`config.mk`:
```
export PLATFORM = sky130hd
export DESIGN_NAME = button_debouncer
export DESIGN_NICKNAME = d
export VERILOG_FILES = /design/src/rtl/button_debouncer.sv
export SDC_FILE = /design/constraint.sdc
export NUM_CORES = 1
export LEC_CHECK = 0
export ABC_CLOCK_PERIOD_IN_PS = 3400
export BUFFER_PORTS_ARGS = -buffer_cell sky130_fd_sc_hd__buf_2
export CAP_MARGIN = 30
export CORE_AREA = 2 2 70 72
export DETAILED_ROUTE_END_ITERATION = 8
export DIE_AREA = 0 0 72 74
export GPL_ROUTABILITY_DRIVEN = 0
export PLACE_DENSITY_LB_ADDON = 0.05
export SLEW_MARGIN = 20
export SYNTH_ARGS = -nofsm -noshare
export SYNTH_HDL_FRONTEND = slang
export SYNTH_SLANG_ARGS = --single-unit
export TNS_END_PERCENT = 1
```
`constraint.sdc`:
```
create_clock -name i_clk_25MHz -period 3.4 [get_ports i_clk_25MHz]
set_input_delay 0 -clock i_clk_25MHz [delete_from_list [all_inputs] [get_ports i_clk_25MHz]]
set_output_delay 0 -clock i_clk_25MHz [all_outputs]
set_load 0.005 [all_outputs]
```
`src/rtl/button_debouncer.sv`:
```
// Dual-channel push-button synchroniser and debouncer with one-cycle press strobes.
// Optional BUTTON_LOCKOUT_EN adds a registered stage that blanks both channels while both are held.
module button_debouncer #(
    parameter int unsigned DEBOUNCE_CYCLES = 250000,
    parameter int unsigned SYNC_STAGES     = 2
) (
    input  logic i_clk_25MHz,
    input  logic i_reset_n,
    input  logic i_left_btn,
    input  logic i_right_btn,
    output logic o_left_debounced,
    output logic o_right_debounced,
    output logic o_left_press,
    output logic o_right_press
);

    localparam int unsigned CountWidth = $clog2(DEBOUNCE_CYCLES);
    localparam logic [CountWidth-1:0] CountLast = CountWidth'(DEBOUNCE_CYCLES - 1);
    localparam logic [CountWidth-1:0] CountOne  = CountWidth'(1);
    localparam logic [CountWidth-1:0] CountMax  = '1;

    typedef enum logic [1:0] {
        StReleased,
        StPressCheck,
        StPressed,
        StReleaseCheck
    } state_e;

    logic [1:0] btn_raw;
    logic [1:0] fsm_level;
    logic [1:0] fsm_press;

    assign btn_raw = {i_right_btn, i_left_btn};

    for (genvar ch = 0; ch < 2; ch++) begin : g_chan
        logic [SYNC_STAGES-1:0] sync_q;
        logic                   sample;
        state_e                 state_q, state_d;
        logic [CountWidth-1:0]  count_q, count_d;
        logic                   level_q, level_d;
        logic                   press_q, press_d;

        always_ff @(posedge i_clk_25MHz) begin
            if (!i_reset_n) begin
                sync_q <= '0;
            end else begin
                sync_q <= {sync_q[SYNC_STAGES-2:0], btn_raw[ch]};
            end
        end

        assign sample = sync_q[SYNC_STAGES-1];

        always_ff @(posedge i_clk_25MHz) begin
            if (!i_reset_n) begin
                state_q <= StReleased;
                count_q <= '0;
                level_q <= 1'b0;
                press_q <= 1'b0;
            end else begin
                state_q <= state_d;
                count_q <= count_d;
                level_q <= level_d;
                press_q <= press_d;
            end
        end

        always_comb begin
            state_d = state_q;
            count_d = count_q;
            unique case (state_q)
                StReleased: begin
                    if (sample) begin
                        state_d = StPressCheck;
                        count_d = CountOne;
                    end
                end
                StPressCheck: begin
                    if (!sample) begin
                        state_d = StReleased;
                        count_d = '0;
                    end else if (count_q == CountLast) begin
                        state_d = StPressed;
                        count_d = '0;
                    end else if (count_q != CountMax) begin
                        count_d = count_q + CountOne;
                    end
                end
                StPressed: begin
                    if (!sample) begin
                        state_d = StReleaseCheck;
                        count_d = CountOne;
                    end
                end
                StReleaseCheck: begin
                    if (sample) begin
                        state_d = StPressed;
                        count_d = '0;
                    end else if (count_q == CountLast) begin
                        state_d = StReleased;
                        count_d = '0;
                    end else if (count_q != CountMax) begin
                        count_d = count_q + CountOne;
                    end
                end
                default: begin
                    state_d = StReleased;
                    count_d = '0;
                end
            endcase
        end

        // Outputs are registered copies of the next state, so they align with the state register.
        always_comb begin
            level_d = (state_d == StPressed) || (state_d == StReleaseCheck);
            press_d = (state_q == StPressCheck) && (state_d == StPressed);
        end

        assign fsm_level[ch] = level_q;
        assign fsm_press[ch] = press_q;
    end

`ifdef BUTTON_LOCKOUT_EN
    logic       both_held;
    logic [1:0] out_level_q;
    logic [1:0] out_press_q;

    assign both_held = &fsm_level;

    always_ff @(posedge i_clk_25MHz) begin
        if (!i_reset_n) begin
            out_level_q <= '0;
            out_press_q <= '0;
        end else begin
            out_level_q <= fsm_level & {2{~both_held}};
            out_press_q <= fsm_press & {2{~both_held}};
        end
    end

    assign o_left_debounced  = out_level_q[0];
    assign o_right_debounced = out_level_q[1];
    assign o_left_press      = out_press_q[0];
    assign o_right_press     = out_press_q[1];
`else
    assign o_left_debounced  = fsm_level[0];
    assign o_right_debounced = fsm_level[1];
    assign o_left_press      = fsm_press[0];
    assign o_right_press     = fsm_press[1];
`endif

endmodule

```
* Word level (Yosys, flattened, before mapping)
Index checks and enable logic that the tools add are counted.
** Cells by class
- $add $sub $neg :: 2
- Multiply operators :: 0
- Div/mod/pow operators :: 0
- $lt $le $gt $ge :: 0
- Equal/unequal tests :: 18
- Shift-type cells :: 0
- Multiplexer cells :: 28
- Bitwise gates (word level) :: 0
- Reductions and logical operators :: 8
** Operators with widths (number)
- 18-bit 2-to-1 mux :: 12
- 18-bit case mux with 4 select lines :: 2
- 18-bit by 1-bit adder with 18-bit output (second input constant) :: 2
- 18-bit equality test (second input constant) :: 2
- 18-bit inequality test (second input constant) :: 2
- 2-bit 2-to-1 mux :: 12
- 2-bit equality test (second input constant) :: 8
- 2-bit case mux with 4 select lines :: 2
- 2-bit inequality test (second input constant) :: 4
- 2-bit by 1-bit equality test with 1-bit output (second input constant) :: 2
- 2-bit zero test :: 2
- 2-bit AND reduction :: 2
- 1-bit logical AND :: 2
- 1-bit logical OR :: 2
** Word-level totals
- Register bits :: 48
- Latch bits :: 0
- Memory bits (writable) :: 0
- ROM bits :: 0
- Bits of input ports :: 4
- Output and inout bits :: 4
- Memories :: 0

* Logic depth before layout (Yosys ltp)
- Depth in word-level cells :: 6
- Depth in mapped cells :: 7

* Worst setup path after synthesis
OpenSTA, ideal clock, no wires.
- Kind :: register -> register
- Start :: reg g_chan[0].count_q[9]
- End :: reg g_chan[0].count_q[4]
- Library setup time :: 0.132 ns
- Data arrival time :: 1.665 ns
- Required time :: 3.268 ns
- Setup slack :: 1.602 ns
- Cell stages (with the launch flop) :: 8
- Buffers on the path :: 2
- Period minus slack after synthesis :: 1.798 ns
- Path through :: dfxtp_1 -> buf_6 -> or4_4 -> nor3b_4 -> a21oi_2 -> buf_6 -> o221ai_1 -> a21oi_1
** On the way
- Word-level cells in the longest chain between the ends :: 5
** RTL lines
- start, declared :: line 39 : logic [CountWidth-1:0] count_q, count_d;
- start signal, assigned :: line 61 : count_q <= count_d;
- 18-bit inequality test :: line 84, 101
- 18-bit 2-to-1 mux
- 18-bit 2-to-1 mux * :: line 81 : end else if (count_q == CountLast) begin
- 18-bit 2-to-1 mux, on equally long branches :: line 95, 78
- 18-bit case mux with 4 select lines * :: line 70 : unique case (state_q)
Every way passes the cells marked *; elsewhere a longest branch is shown, timed or not.
A chain may end at the register's enable or synchronous reset.

* Worst setup path in the final report
- Start :: reg g_chan[1].count_q[0]
- End :: reg g_chan[1].count_q[5]
** On the way
- Word-level cells in the longest chain between the ends :: 5
** RTL lines
- start, declared :: line 39
- start signal, assigned :: line 61
- 18-bit by 1-bit adder with 18-bit output or 18-bit inequality test (tied branches)
- 18-bit 2-to-1 mux :: line 84, 101
- 18-bit 2-to-1 mux * :: line 98 : end else if (count_q == CountLast) begin
- 18-bit 2-to-1 mux, on equally long branches :: line 95, 78
- 18-bit case mux with 4 select lines * :: line 70
Marks and branches as above.

==> run summary <==
Global-route wire length before repair: 10.2 mm
Buffer cell driving the clock tree root: clkbuf_8
Post-route clock skew: 0.00884 ns
Startpoint of the lowest-slack register-to-register path: g_chan[1].count_q[0]$_SDFFE_PN0P_
Avg Vias per Cell: 6.66
Number of enable flip-flop cells after synthesis: 0
Critical path capture point type: register
Post-route cell area: 0.00271 mm²
Type of the worst setup path: register to register
Residual DRC: 0
Die extent in y: 74 µm
Initial DRT Pass Iterations: 4
Number of primary I/O pins: 8
Routed length per instance: 16.6 µm
Sequential area share after synthesis: 0.380
Total overflow reported by the global router: 0
Unrepaired setup endpoints after global routing: false
Total wirelength of the detailed-routed design: 5.96 mm
Total half-perimeter wirelength after legalization and detailed placement: 4.04 mm
Max VDD drop: 0.000368 V
Number of violations of the max-capacitance limit: 0
Sequential cell area in the final layout: 961 µm²
Clock-pin slew on the worst setup and hold paths: 0.09 ns
Maximum achievable frequency: 452 MHz
Most instantiated flip-flop cell in the synthesis netlist: dfxtp_1
Register-to-Register Setup Slack: 1.19 ns
Final net count: 311
Overall Global Routing Usage: 0.239
Worst reg-to-reg path cell count: 6
Insertion delay to the later sink of the worst-skew pair: 0.31 ns
Diodes inserted: 0
Number of port buffers: 7
Via count of the first global-routing pass: 2223
RR Endpoint: g_chan[1].count_q[5]$_SDFFE_PN0P_
Hold path endpoint: o_left_press$_SDFF_PN0_
Initial Util: 0.550
Clock sink count: 48
Multi-input logic area: 0.00147 mm²
Measured slew at the worst slew-check pin: 0.738 ns
H-tree depth: 2
Overall die area: 0.00533 mm²
Mapped Nets: 306
Worst max-slew margin expressed relative to the limit: 0.506
Post-synthesis sequential element count: 48
Vias: 2399
Maximum number of pins on one net before global-route repair: 31
Async S/R FF share, synth: 0
# fillers: 410
Startpoint type of the worst setup path: register
Min setup slack post-route: 1.19 ns
Total power divided by cell area: 380 mW/mm²
Number of buffers between clock root and the deepest sink: 2
Number of violations reported at the end of detailed-routing iteration 0: 184
Total core area: 0.00460 mm²
Final-report setup violation count: 0
Status: finished, final reports clean
Number of standard cells in the final layout excluding fillers: 360
Ratio of cells with drive above 1 in the final layout: 0.0850
Syn Inst Count: 300
Leakage power figure: 0.827 nW
Area added between synthesis and finish: 7.02%
Number of antenna-violating nets in the routed design: 0
Worst hold path type: primary input to register
Row Count: 25
Hold-critical path depth: 3
Period utilization: 0.651
Endpoint arrival time on the critical path: 2.46 ns
Biggest fanout along the worst timing path: 19
Antenna violations before repair: 0
Cell total after placement: 349
Min-Delay Startpoint: i_reset_n
Pre-CTS worst setup slack: 1.17 ns
Average cell area after synthesis: 8.43 µm²
Worst path required time: 3.65 ns
Min Tclk post-route: 2.21 ns
Placed instance area: 0.00256 mm²
Horizontal die dimension: 72 µm
Number of setup buffers added after CTS: 0
Final-report hold violation count: 0
CTS buffer count: 5
Sum of negative setup slack: 0 ns
Number of pins exceeding their max-slew limit in the final report: 0
Post-synth cell types: 55
Post-Syn Area: 0.00253 mm²
Count of synthesis-stage warnings from yosys: 0
Clock tree from TritonCTS: yes
[logic make-up after synthesis]
family	after synthesis	share of synthesized area
simple gates	129	0.287
compound gates	93	0.251
flops	48	0.380
buf+inv	19	0.0401
xor+xnor	7	0.0242
mux	2	0.00791
fa+ha+maj	2	0.00989
[metal layers]
metal / vias to the layer above / track usage / part of all wire
li1: 1181 / - / -
met1: 1127 / 0.303 / 0.45
met2: 67 / 0.401 / 0.48
met3: 24 / 0.0447 / 0.048
met4: 0 / 0.105 / 0.029
met5: - / 0 / 0
[cell usage in the layout, fill, tap and decap left out, drive strengths merged, types with 3 or more instances in the layout]
| cell | n |
|---|---|
| dfxtp | 48 |
| nand2 | 26 |
| nor2 | 21 |
| o21ai | 19 |
| nand3 | 17 |
| a21oi | 17 |
| nand4 | 12 |
| a31oi | 12 |
| and3 | 11 |
| a311oi | 11 |
| buf | 9 |
| o211ai | 7 |
| nor4 | 7 |
| and2 | 6 |
| inv | 6 |
| a211oi | 6 |
| or4 | 6 |
| nor3 | 5 |
| and4 | 5 |
| xnor2 | 5 |
| clkbuf | 5 |
| or3 | 4 |
| a41oi | 3 |
| nand2b | 3 |
[critical path, stage by stage (launching register included)]
cell     delay [ns]
dfxtp_1        0.37
ha_1           0.25
nand3_1        0.18
nor2_2         0.13
a21oi_2        0.60
or4b_1         0.49
a31oi_1        0.13
[where the power goes]
group          switching (mW)  total [mW]  leakage [nW]  internal [mW]
sequential            0.00442       0.571         0.388          0.566
clock                   0.201       0.419        0.0541          0.218
combinational          0.0277      0.0402         0.385         0.0125
[through the flow]
stage / hold slack [ns] / total power, mW / util
6_report: 0.0822 / 1.03 / 0.589
5_1_grt: 0.0867 / 1.06 / 0.589
3_3_place_gp: 0.206 / 0.620 / 0.557
2_1_floorplan: 0.127 / 0.610 / -
3_5_place_dp: 0.210 / 0.620 / 0.557
4_1_cts: 0.0661 / 1.04 / 0.586
[sequential cells by signal, summed over array words and instances (netlist names)]
name and flops:
g_chan.count_q 36, g_chan.state_q 4, g_chan.sync_q 4, o_left_debounced 1
o_left_press 1, o_right_debounced 1, o_right_press 1
[final cells by class]
class,instances,share of cell area
clock inverters,3,0.0157
multi-input cells,233,0.542
well taps,54,0.0250
repair buffers,11,0.0287
flip-flops and latches,48,0.355
clock buffers,5,0.0254
inverters,6,0.00832
[worst max-delay path by stage]
| stage | start | depth (start not counted) | slack, ns | end |
|---|---|---|---|---|
| final | g_chan[1].count_q[0]$_SDFFE_PN0P_ | 6 | 1.19 | g_chan[1].count_q[5]$_SDFFE_PN0P_ |
| after CTS | g_chan[1].count_q[0]$_SDFFE_PN0P_ | 6 | 1.17 | g_chan[1].count_q[5]$_SDFFE_PN0P_ |
| after detailed placement | g_chan[1].count_q[0]$_SDFFE_PN0P_ | 6 | 1.17 | g_chan[1].count_q[5]$_SDFFE_PN0P_ |
| after global placement | g_chan[1].count_q[0]$_SDFFE_PN0P_ | 6 | 1.22 | g_chan[1].count_q[5]$_SDFFE_PN0P_ |
| after global routing | g_chan[1].count_q[0]$_SDFFE_PN0P_ | 6 | 0.91 | g_chan[1].count_q[6]$_SDFFE_PN0P_ |
| after floorplan | g_chan[0].count_q[9]$_SDFFE_PN0P_ | 7 | 1.60 | g_chan[0].count_q[4]$_SDFFE_PN0P_ |
[repair_timing]
action                     CTS  global route
gates resized for setup      0             0
hold buffers                 2             0
hold endpoints to repair     2             0
setup endpoints to repair    0             0
[synthesized netlist by cell type, drive strengths merged, types with 6 or more instances]
cell	n	share of area
a31oi	12	0.030
and3	11	0.027
nor4	7	0.020
o21ai	19	0.038
a211oi	6	0.018
a21oi	17	0.037
inv	6	0.0089
a311oi	11	0.038
buf	8	0.024
o211ai	7	0.021
dfxtp	48	0.38
nand3	17	0.034
nor2	21	0.032
nand4	12	0.030
and2	6	0.015
nand2	26	0.039
or4	6	0.019
Note: power is estimated with default switching activity, not from simulation.
